File: src/rtl/axi_read_arbiter.sv
// ----------------------------------------------------------------------------
// axi_read_arbiter
//
// Arbitrates two AXI read-address requesters (instruction fetch "I" and data
// load "D") onto a single shared memory read port. The shared memory returns
// single-beat responses in order. An owner FIFO records which requester each
// accepted read belongs to, so each returning R beat can be routed back to
// its requester.
//
// Ports:
//   clk_i, rst_ni            core clock, asynchronous active-low reset
//   i_arvalid_i/i_arready_o  instruction AR handshake, payload i_ar_i
//   i_rvalid_o/i_rready_i    instruction R handshake, data i_rdata_o
//   d_arvalid_i/d_arready_o  data AR handshake, payload d_ar_i
//   d_rvalid_o/d_rready_i    data R handshake, data d_rdata_o
//   m_arvalid_o/m_arready_i  shared memory AR handshake, payload m_ar_o
//   m_rvalid_i/m_rready_o    shared memory R handshake, data m_rdata_i
//   outstanding_o            reads accepted but not yet returned
//   err_unexpected_r_o       sticky: R beat seen with nothing outstanding
//
// AR payload packing: {araddr[31:0], arprot[2:0], arcache[3:0], arsize[1:0]}
// ----------------------------------------------------------------------------
module axi_read_arbiter #(
    parameter int MAX_OUTSTANDING = 4
) (
    input  logic                               clk_i,
    input  logic                               rst_ni,

    input  logic                               i_arvalid_i,
    output logic                               i_arready_o,
    input  logic [40:0]                        i_ar_i,
    output logic                               i_rvalid_o,
    input  logic                               i_rready_i,
    output logic [31:0]                        i_rdata_o,

    input  logic                               d_arvalid_i,
    output logic                               d_arready_o,
    input  logic [40:0]                        d_ar_i,
    output logic                               d_rvalid_o,
    input  logic                               d_rready_i,
    output logic [31:0]                        d_rdata_o,

    output logic                               m_arvalid_o,
    input  logic                               m_arready_i,
    output logic [40:0]                        m_ar_o,
    input  logic                               m_rvalid_i,
    output logic                               m_rready_o,
    input  logic [31:0]                        m_rdata_i,

    output logic [$clog2(MAX_OUTSTANDING):0]   outstanding_o,
    output logic                               err_unexpected_r_o
);

    localparam int PW = $clog2(MAX_OUTSTANDING);
    localparam int CW = PW + 1;

    localparam logic OWN_I = 1'b0;
    localparam logic OWN_D = 1'b1;

    typedef enum logic {
        IDLE  = 1'b0,
        ISSUE = 1'b1
    } state_e;

    state_e          state_q;
    logic [40:0]     payload_q;
    logic            last_q;

    logic            owner_q [MAX_OUTSTANDING];
    logic [PW-1:0]   wr_ptr_q;
    logic [PW-1:0]   rd_ptr_q;
    logic [CW-1:0]   count_q;
    logic [CW-1:0]   count_d;
    logic            err_q;

    logic            fifo_full;
    logic            fifo_empty;
    logic            head;
    logic            grant_i;
    logic            grant_d;
    logic            push;
    logic            pop;

    assign fifo_full  = (count_q == CW'(MAX_OUTSTANDING));
    assign fifo_empty = (count_q == '0);
    assign head       = owner_q[rd_ptr_q];

    // Grant only in IDLE with FIFO space. On a tie the requester that did not
    // win last time gets the slot. A pop in the same cycle does not free space
    // for this cycle's grant: fullness is judged on the registered count.
    // Gating with rst_ni keeps both arready outputs low while reset is held.
    always_comb begin
        grant_i = 1'b0;
        grant_d = 1'b0;
        if (rst_ni && (state_q == IDLE) && !fifo_full) begin
            if (i_arvalid_i && (!d_arvalid_i || (last_q == OWN_D))) begin
                grant_i = 1'b1;
            end else if (d_arvalid_i) begin
                grant_d = 1'b1;
            end
        end
    end

    assign i_arready_o = grant_i;
    assign d_arready_o = grant_d;
    assign push        = grant_i | grant_d;

    // R path is purely combinational: the FIFO head selects which upstream
    // port sees m_rvalid_i and which rready goes back to memory.
    always_comb begin
        i_rvalid_o = 1'b0;
        d_rvalid_o = 1'b0;
        m_rready_o = 1'b0;
        if (!fifo_empty) begin
            if (head == OWN_I) begin
                i_rvalid_o = m_rvalid_i;
                m_rready_o = i_rready_i;
            end else begin
                d_rvalid_o = m_rvalid_i;
                m_rready_o = d_rready_i;
            end
        end
    end

    assign pop       = m_rvalid_i & m_rready_o;
    assign count_d   = count_q + CW'(push) - CW'(pop);
    assign i_rdata_o = m_rdata_i;
    assign d_rdata_o = m_rdata_i;

    // AR FSM: capture the winning payload and owner in IDLE, present it to
    // memory in ISSUE until accepted. m_arvalid_o/m_ar_o come straight from
    // registers, so the held request is stable under backpressure.
    always_ff @(posedge clk_i or negedge rst_ni) begin
        if (!rst_ni) begin
            state_q   <= IDLE;
            payload_q <= '0;
            last_q    <= OWN_D;
        end else begin
            case (state_q)
                IDLE: begin
                    if (push) begin
                        payload_q <= grant_i ? i_ar_i : d_ar_i;
                        last_q    <= grant_d ? OWN_D : OWN_I;
                        state_q   <= ISSUE;
                    end
                end
                ISSUE: begin
                    if (m_arready_i) begin
                        state_q <= IDLE;
                    end
                end
                default: state_q <= IDLE;
            endcase
        end
    end

    assign m_arvalid_o = (state_q == ISSUE);
    assign m_ar_o      = payload_q;

    // Owner FIFO: pointers wrap naturally because the depth is a power of two.
    always_ff @(posedge clk_i or negedge rst_ni) begin
        if (!rst_ni) begin
            wr_ptr_q <= '0;
            rd_ptr_q <= '0;
            count_q  <= '0;
            for (int k = 0; k < MAX_OUTSTANDING; k++) begin
                owner_q[k] <= OWN_I;
            end
        end else begin
            if (push) begin
                owner_q[wr_ptr_q] <= grant_d ? OWN_D : OWN_I;
                wr_ptr_q          <= wr_ptr_q + PW'(1);
            end
            if (pop) begin
                rd_ptr_q <= rd_ptr_q + PW'(1);
            end
            count_q <= count_d;
        end
    end

    assign outstanding_o = count_q;

    // Sticky error: any R beat while nothing is outstanding.
    always_ff @(posedge clk_i or negedge rst_ni) begin
        if (!rst_ni) begin
            err_q <= 1'b0;
        end else if (m_rvalid_i && fifo_empty) begin
            err_q <= 1'b1;
        end
    end

    assign err_unexpected_r_o = err_q;

endmodule

File: config.mk
export PLATFORM = sky130hd
export DESIGN_NAME = axi_read_arbiter
export DESIGN_NICKNAME = d
export VERILOG_FILES = /design/src/rtl/axi_read_arbiter.sv
export SDC_FILE = /design/constraint.sdc
export NUM_CORES = 1
export LEC_CHECK = 0
export BUFFER_PORTS_ARGS = -buffer_cell sky130_fd_sc_hd__buf_2
export CAP_MARGIN = 20
export CORE_ASPECT_RATIO = 0.75
export CORE_MARGIN = 4
export CORE_UTILIZATION = 36
export DETAILED_ROUTE_END_ITERATION = 12
export PLACE_DENSITY = 0.81
export RECOVER_POWER = 50
export SLEW_MARGIN = 20
export SYNTH_ARGS = -nofsm -noshare
export SYNTH_HDL_FRONTEND = slang
export SYNTH_SLANG_ARGS = --single-unit
File: constraint.sdc
create_clock -name clk_i -period 2.13 [get_ports clk_i]
set_input_delay 0 -clock clk_i [delete_from_list [all_inputs] [get_ports clk_i]]
set_output_delay 0 -clock clk_i [all_outputs]
set_load 0.05 [all_outputs]
==> results.yml, run 1 <==
status:
  status: "finished with violations"
  violations: "negative setup slack"
cts:
  cts_root_buffer: "clkbuf_8"
  clkSlewWorstSetupHoldPaths_ns: 0.09
  htree_levels: 2
  cts.path.max_buffers: 2
  cts.sinks: 55
  cts_buffers: 5
  cts_tree: "built"
  insertion_delay_ns: 0.30
final_layout:
  final_nets: 512
  regArea_um2: 1380
  area_growth_pct: 24.1
  fillers: 740
  final_area_um2: 3740
  drive_gt1_share_pct: 36.7
  final_core_util_pct: 46.6
  diodes: 0
  multi_input_area_um2: 1050
global_route:
  overflow: 0
  grt_max_degree: 56
  grt_pass1_vias: 2627
  grt-busiest-layer: "met2"
  use_met2_pct: 30.0
  track_usage_pct: 17.0
  grt_antenna_before_repair: 0
  use_met3_pct: 5.69
  grt_pass1_wl_um: 13500
  grt.met1_usage_pct: 20.4
synth:
  ys_warn_count: 0
  syn_avg_cell_area_um2: 10.9
  synth_area_um2: 3020
  syn_nets: 406
  ys.flop_type: "dfrtp_1"
  yosysSeqAreaShare_pct: 45.7
  ys_ff_latch: 55
  synth-async-reset-ratio_pct: 100
  synth_enable_flop_cells: 0
  synthCells: 277
  yosys.cell_types.count: 33
placed_design:
  port_buffers: 140
  gp_congestion: 0.789
  post-dp-hpwl_um: 6080
  placed_area_um2: 3440
sta:
  worst_pin_slew_ns: 1.35
  finClkSkew_ns: 0.00478
  whs_ns: 0.0000939
  rsz0062_at_grt: "true"
  hold_violations: 0
  finalSetupViolCount: 2
  layout_setup_ws_ns: -0.225
  period_needed_ns: 2.35
  clock.fmax_ghz: 0.425
  maxSlewHeadroom_pct: 9.91
  drv_slew: 0
  finalCritPeriodShare_pct: 111
route:
  via_per_inst: 5.17
  drtPass1Iterations: 5
  wl_per_cell_um: 17.7
  drc: 0
  num_vias: 2529
  wirelength_um: 8650
  ant_nets: 0
  drtIter0Drc: 41
power_and_ir_drop:
  p_sw_mw: 3.29
  pwr_density_cell_nw_per_um2: 1710
  switching_share_pct: 51.4
  peakVddDrop_uv: 866
  seq_power_share_pct: 29.6
  clockPowerShare_pct: 9.3
  combPwrFrac_pct: 61.1
  power.leakage_nw: 1.70
  totalPowerFinal_mw: 6.40
  internal_power_mw: 3.11
setup_path:
  criticalPathCategory: "reg2reg"
  endpoint_kind: "register"
  cp_max_fo: 3
  arrival_ns: 2.55
  worstSetupStartpointType: "register"
  required_ns: 2.32
floorplanning:
  dieHeight_um: 87.3
  chipWidth_um: 114
  coreArea_um2: 8020
  die_area_um2: 9920
  floorplan.initialDensity_pct: 37.6
  io_pins: 237
  rows: 28
worst_hold_path:
  hold_class: "in2out"
flow_run:
  drv_cap: 0
==> synth_stat cells, drive strengths merged, types with 2 or more instances <==
cell type	n	share of area [%]
o21ai	3	0.50
ha	6	2.5
a2bb2oi	41	12
o22ai	41	8.5
xnor2	3	1.1
o21a	2	0.50
nor2	3	0.37
dfrtp	54	45
clkbuf	9	1.1
buf	75	19
nand2	2	0.25
a31oi	9	1.9
mux2i	6	2.0
inv	9	1.1
==> critical path: stages, from the launching register on <==
cell,delay [ns]
dfrtp_1,0.43
mux2i_1,0.15
mux2i_1,0.27
mux2i_1,0.30
nor2_2,0.08
ha_4,0.21
inv_2,0.05
ha_4,0.11
inv_2,0.03
fa_2,0.35
xnor2_2,0.14
xnor2_1,0.12
==> per-layer routing <==
metal	up-vias	share of wire, %
li1	1170	-
met1	1197	39
met2	155	50
met3	7	10
met4	0	0.87
met5	-	0
==> logic make-up (layout without fill, tap and decap cells) <==
group / Yosys count / count (layout) / share of synthesized area, %
simple gates: 11 / 11 / 1.87
buf+inv: 93 / 200 / 21.1
mux: 7 / 7 / 2.49
xor+xnor: 4 / 4 / 1.41
fa+ha+maj: 7 / 7 / 3.15
compound gates: 100 / 100 / 24.3
flops: 55 / 55 / 45.7
==> per-stage QoR <==
| stage | setup WS (ns) | setup TNS, ns | cells |
|---|---|---|---|
| 4_1_cts | -0.197 | -0.322 | 486 |
| 2_1_floorplan | -0.345 | -0.590 | 277 |
| 3_3_place_gp | -0.166 | -0.245 | 453 |
| 5_1_grt | -0.339 | -0.597 | 489 |
| 3_5_place_dp | -0.265 | -0.439 | 453 |
| 6_report | -0.225 | -0.387 | 489 |
==> cell type report <==
cell class	instances	share of cell area, %
clock buffers	7	2.31
clock inverters	1	0.134
inverters	9	0.970
multi-input cells	129	28.1
flip-flops and latches	55	36.9
well taps	105	3.51
repair buffers	183	28.0
==> cell usage in the layout, fill, tap and decap left out, types with 3 or more instances in the layout <==
master	count
dfrtp_1	51
inv_1	6
dfrtp_2	3
clkbuf_1	45
buf_4	17
ha_1	4
a31oi_1	9
mux2i_1	6
dlygate4sd3_1	22
a2bb2oi_1	41
o22ai_1	41
clkbuf_8	6
buf_2	95
==> power groups by stage <==
stage          Sequential, mW  Combinational [mW]  Clock (mW)
2_1_floorplan            3.33                1.73           0
3_3_place_gp             1.88                3.80           0
3_5_place_dp             1.88                3.88           0
4_1_cts                  1.88                3.98       0.625
5_1_grt                  1.95                4.13       0.666
6_report                 1.89                3.91       0.596
==> repair_timing <==
item	in CTS	in global routing
cloned	0	0
buffers inserted	3	3
endpoints found under the setup margin	2	2
endpoints found under the hold margin	75	0
hold buffers	22	0
pin swaps	5	1
gates resized for setup	1	1
==> registers in the layout, indices dropped and copies added, names as in the netlist <==
register	count
m_ar_o	41
m_arvalid_o	1
owner_q	4
rd_ptr_q	2
outstanding_o	3
err_unexpected_r_o	1
wr_ptr_q	2
last_q	1
==> worst paths after layout <==
path | to | startpoint | depth (start not counted) | slack (ns)
max | outstanding_o[2] | rd_ptr_q[1] | 11 | -0.22
min | d_rdata_o[6] | m_rdata_i[6] | 0 | 0.00009
max reg2reg | outstanding_o[2] | rd_ptr_q[1] | 11 | -0.22
min reg2reg | err_unexpected_r_o | err_unexpected_r_o | 1 | 0.48
max in group asynchronous | outstanding_o[2] | rst_ni | 3 | 0.46
min in group asynchronous | m_ar_o[28] | rst_ni | 3 | 0.78
(Power assumes the default switching activity.)
==> run 2: changes to the inputs <==
--- a/config.mk
+++ b/config.mk
@@ -8,7 +8,7 @@
 export BUFFER_PORTS_ARGS = -buffer_cell sky130_fd_sc_hd__buf_2
 export CAP_MARGIN = 20
 export CORE_ASPECT_RATIO = 0.75
-export CORE_MARGIN = 4
+export CORE_MARGIN = 2
 export CORE_UTILIZATION = 36
 export DETAILED_ROUTE_END_ITERATION = 12
 export PLACE_DENSITY = 0.81
==> constraint.sdc (replaced) <==
create_clock -name clk_i -period 2.13 [get_ports clk_i]
set_input_delay 0.3195 -clock clk_i [delete_from_list [all_inputs] [get_ports clk_i]]
set_output_delay 0.3195 -clock clk_i [all_outputs]
set_load 0.05 [all_outputs]
==> run 2 against run 1 <==
Net effect:
- the flow still finishes with violations (negative setup slack)
- flip-flop and latch count unchanged
- sequential power barely moved
- hold slack improved by 0.19 ns
- register-to-register slack about the same
- non-clock buffer count down 22
- die area is 7.9% lower
- power up 2.6%
- critical path depth stayed put
- combinational power up 1%
- core utilization is 1.4 points lower
==> results.yml, run 2 (synthesis gave the netlist of run 1 again) <==
sta:
  worst_pin_slew_ns: 1.33
  layout_setup_ws_ns: -0.229
  clock.fmax_ghz: 0.424
  rsz0062_at_grt: "true"
  finClkSkew_ns: 0.00585
  hold_violations: 0
  finalSetupViolCount: 2
  finalCritPeriodShare_pct: 111
  period_needed_ns: 2.36
  drv_slew: 0
  maxSlewHeadroom_pct: 11.6
setup_path:
  cpLargestDelayFamily: "multiplexers"
  cp_max_fo: 3
  critical-path-slowest-cell: "dfrtp_1"
  required_ns: 2.32
  endpoint_kind: "register"
  r2r_end: "outstanding_o[2]"
  r2r-start: "rd_ptr_q[1]"
  criticalPathCategory: "reg2reg"
  worstSetupStartpointType: "register"
  arrival_ns: 2.55
  critical_path.max_stage_delay_ns: 0.44
  r2r_cells: 11
  cp_cell_sequence: "mux2i_2 > mux2i_1 > mux2i_1 > nor2_2 > ha_4 > inv_2 > ha_4 > inv_2 > fa_2 > xnor2_2 > xnor2_1"
  critPathBufInv: 2
  r2r_setup_slack_ns: -0.23
power_and_ir_drop:
  p_sw_mw: 3.26
  switching_share_pct: 49.7
  totalPowerFinal_mw: 6.56
  clockPowerShare_pct: 10.8
  power.leakage_nw: 1.72
  pwr_density_cell_nw_per_um2: 1810
  seq_power_share_pct: 28.8
  peakVddDrop_uv: 719
  internal_power_mw: 3.30
  combPwrFrac_pct: 60.4
final_layout:
  diodes: 0
  final_common_cell: "buf_2"
  final_nets: 490
  final_cell_count_no_fill: 467
  final_core_util_pct: 45.2
  largest_register_ffs: 41
  layout_common_cells: "buf_2 (137), dfrtp_1 (51), o22ai_1 (41), a2bb2oi_1 (41), buf_4 (18)"
  drive_gt1_share_pct: 51.9
  area_growth_pct: 20.3
flow_run:
  drv_cap: 0
route:
  wl_met3_um: 676
  wl_per_cell_um: 16.9
  ant_nets: 0
  drtIter0Drc: 39
  via_per_inst: 5.01
  wirelength_um: 7890
  wl_met1_um: 3300
  num_vias: 2340
  wl_met2_um: 3870
  drtPass1Iterations: 4
  routed.top_layer: "met4"
  drc: 0
floorplanning:
  chipWidth_um: 110
  coreArea_um2: 8020
  dieHeight_um: 83.3
  io_pins: 237
  die_area_um2: 9130
  floorplan.initialDensity_pct: 37.6
  rows: 28
placed_design:
  placed_cells: 456
  gp_congestion: 0.760
  port_buffers: 140
  post-dp-hpwl_um: 5820
cts:
  cts.path.max_buffers: 2
  cts_root_buffer: "clkbuf_8"
  cts_buffers: 5
  htree_levels: 2
  cts_tree: "built"
  cts.sinks: 55
  clkSlewWorstSetupHoldPaths_ns: 0.10
  insertion_delay_ns: 0.30
global_route:
  grt_pass1_wl_um: 11900
  track_usage_pct: 16.4
  grt_pass1_vias: 2434
  overflow: 0
  grt_max_degree: 56
  grt_antenna_before_repair: 0
status:
  status: "finished with violations"
  violations: "negative setup slack"
worst_hold_path:
  hold_depth: 2
  holdCritStartpoint: "m_arready_i"
  hold_class: "in2reg"
  hold_end: "m_arvalid_o"
run 2: layout make-up:
| class | instances | area, um^2 |
|---|---|---|
| timing repair buffer | 161 | 893 |
| inverter | 9 | 36.3 |
| clock buffer | 6 | 82.6 |
| clock inverter | 2 | 35.0 |
| fill | 744 | 4390 |
| multi-input combinational | 129 | 1070 |
| tap | 105 | 131 |
| sequential | 55 | 1380 |
run 2: through the flow:
step	hold slack (ns)	setup TNS, ns	setup slack, ns	instance area, um^2
6_report	0.187	-0.403	-0.229	3630
5_1_grt	0.175	-0.554	-0.318	3630
4_1_cts	0.175	-0.392	-0.228	3580
3_5_place_dp	0.466	-0.463	-0.273	3430
3_3_place_gp	0.460	-0.234	-0.162	3430
2_1_floorplan	0.0239	-0.590	-0.345	3060
run 2: worst max-delay path by stage:
stage | from | endpoint | cells past startpoint
after global placement | rd_ptr_q[1] | outstanding_o[2] | 11
final | rd_ptr_q[1] | outstanding_o[2] | 11
after global routing | rd_ptr_q[1] | outstanding_o[2] | 11
after CTS | rd_ptr_q[1] | outstanding_o[2] | 11
after floorplan | outstanding_o[1] | outstanding_o[2] | 12
after detailed placement | rd_ptr_q[1] | outstanding_o[2] | 11
run 2: timing repair:
item / in CTS / in global routing
setup endpoints to repair: 4 / 5
hold buffers: 0 / 0
resized for setup: 5 / 6
gates cloned: 0 / 1
pin swaps: 5 / 0
endpoints found under the hold margin: 0 / 0
setup buffers: 2 / 0
run 2: routing by layer:
metal  GRT usage, %  vias up
li1               -     1125
met1           20.7     1077
met2           28.6      132
met3           4.08        6
met4           3.11        0
met5              0        -
run 2: power groups by stage:
stage / combinational, mW / sequential, mW / clock (mW)
6_report: 3.96 / 1.89 / 0.709
3_3_place_gp: 3.77 / 1.88 / 0
3_5_place_dp: 3.85 / 1.88 / 0
5_1_grt: 4.20 / 1.96 / 0.788
4_1_cts: 3.90 / 1.89 / 0.732
2_1_floorplan: 1.73 / 3.33 / 0
==> run 3: changes to the inputs <==
--- a/config.mk
+++ b/config.mk
@@ -8,7 +8,7 @@
 export BUFFER_PORTS_ARGS = -buffer_cell sky130_fd_sc_hd__buf_2
 export CAP_MARGIN = 20
 export CORE_ASPECT_RATIO = 0.75
-export CORE_MARGIN = 2
+export CORE_MARGIN = 3
 export CORE_UTILIZATION = 36
 export DETAILED_ROUTE_END_ITERATION = 12
 export PLACE_DENSITY = 0.81
==> run 3 against run 2 <==
Net effect:
- the flow still finishes with violations (negative setup slack)
- core utilization grew 0.41 points
- setup slack gained 0.017 ns
- power grew 2.6%
- cell count shrank 0.21%
- die area grew 4.3%
- first-iteration DRC count grew 7.7%
- fmax grew 0.71%
- via count grew 3.5%
- clock power grew 15%
- clock skew grew 0.00053 ns
- largest power group unchanged
==> results.yml, run 3 (synthesis gave the netlist of run 1 again) <==
floorplanning:
  rows: 28
  coreArea_um2: 8020
  die_area_um2: 9520
  dieHeight_um: 85.3
  chipWidth_um: 112
  floorplan.initialDensity_pct: 37.6
  io_pins: 237
power_and_ir_drop:
  peakVddDrop_uv: 970
  internal_power_mw: 3.44
  combPwrFrac_pct: 60.0
  seq_power_share_pct: 27.9
  switching_share_pct: 48.9
  p_sw_mw: 3.29
  power.leakage_nw: 1.73
  pwr_density_cell_nw_per_um2: 1840
  clockPowerShare_pct: 12.1
placed_design:
  placed_area_um2: 3430
  gp_congestion: 0.783
  post-dp-hpwl_um: 5800
  port_buffers: 140
route:
  drc: 0
  wl_met3_um: 801
  wirelength_um: 8220
  wl_per_cell_um: 17.6
  num_vias: 2421
  wl_met1_um: 3350
  wl_met2_um: 3950
  routed.top_layer: "met4"
  ant_nets: 0
  drtPass1Iterations: 4
  drtIter0Drc: 42
  via_per_inst: 5.20
sta:
  finalCritPeriodShare_pct: 110
  maxSlewHeadroom_pct: 8.55
  finClkSkew_ns: 0.00639
  finalSetupViolCount: 2
  hold_violations: 0
  layout_setup_ws_ns: -0.213
  worst_pin_slew_ns: 1.37
  period_needed_ns: 2.34
  tns_ns: -0.313
  drv_slew: 0
  rsz0062_at_grt: "true"
  clock.fmax_ghz: 0.427
setup_path:
  worstSetupStartpointType: "register"
  arrival_ns: 2.56
  cp_max_fo: 3
  required_ns: 2.35
  endpoint_kind: "register"
  criticalPathCategory: "reg2reg"
global_route:
  grt_pass1_vias: 2509
  grt_max_degree: 56
  grt_pass1_wl_um: 13100
  grt_antenna_before_repair: 0
  track_usage_pct: 16.8
  overflow: 0
cts:
  cts.sinks: 55
  insertion_delay_ns: 0.30
  cts_tree: "built"
  holdBufCountCts: 0
  cts.path.max_buffers: 2
  htree_levels: 2
  cts_root_buffer: "clkbuf_8"
  clkSlewWorstSetupHoldPaths_ns: 0.10
  cts_buffers: 5
final_layout:
  final_area_um2: 3660
  diodes: 0
  drive_gt1_share_pct: 51.5
  area_growth_pct: 21.4
  largest_register_ffs: 41
  final_nets: 489
  layout_common_cells: "buf_2 (135), dfrtp_1 (51), o22ai_1 (41), a2bb2oi_1 (41), buf_4 (17)"
  final_common_cell: "buf_2"
status:
  violations: "negative setup slack"
  status: "finished with violations"
flow_run:
  drv_cap: 0
worst_hold_path:
  hold_class: "in2reg"
## run 3: stage by stage
step	std cells	total power [mW]	hold WS, ns	setup slack (ns)	util (%)
5_1_grt	466	7.13	0.171	-0.331	45.6
3_5_place_dp	454	5.74	0.458	-0.253	42.8
4_1_cts	464	6.64	0.170	-0.179	44.8
2_1_floorplan	277	5.06	0.0239	-0.345	-
6_report	466	6.73	0.180	-0.213	45.6
3_3_place_gp	454	5.65	0.454	-0.165	42.8
## run 3: layout make-up
class / instances / area (um^2)
multi-input cells: 129 / 1070
repair buffers: 160 / 907
clock buffers: 6 / 72.6
clock inverters: 2 / 60.1
fillers: 721 / 4360
inverters: 9 / 36.3
flip-flops and latches: 55 / 1380
well taps: 105 / 131
## run 3: path summary, 6_finish.rpt
check                                    from            endpoint  slack, ns  cells past startpoint
max                               rd_ptr_q[1]    outstanding_o[2]      -0.21                     11
min                               m_arready_i         m_arvalid_o       0.18                      2
max reg2reg                       rd_ptr_q[1]    outstanding_o[2]      -0.21                     11
min reg2reg                err_unexpected_r_o  err_unexpected_r_o       0.49                      1
max in group asynchronous              rst_ni    outstanding_o[0]       0.66                      2
min in group asynchronous              rst_ni          m_ar_o[39]       0.57                      2
## run 3: power by group through the flow
stage / clock, mW / sequential [mW] / combinational [mW]
floorplan: 0 / 3.33 / 1.73
global placement: 0 / 1.87 / 3.78
detailed placement: 0 / 1.87 / 3.86
CTS: 0.843 / 1.87 / 3.92
global route: 0.898 / 1.95 / 4.29
finish: 0.815 / 1.88 / 4.04
## run 3: worst max-delay path: stages, from the launching register on
cell	delay, ns
dfrtp_1	0.43
mux2i_1	0.15
mux2i_1	0.24
mux2i_1	0.29
nor2_2	0.09
ha_4	0.21
inv_2	0.05
ha_4	0.11
inv_2	0.03
fa_2	0.34
xnor2_2	0.15
xnor2_1	0.18
## run 3: per-layer routing
layer / GRT usage, % / vias up
met5: 0.513 / -
met4: 4.64 / 0
met3: 6.27 / 8
met2: 27.6 / 147
met1: 20.8 / 1149
li1: - / 1117
## run 3: what timing repair did
action,CTS,global route
gates resized for setup,4,14
setup endpoints to repair,4,7
hold endpoints to repair,0,0
pin swaps,5,0
setup buffers,2,2
gates cloned,0,1
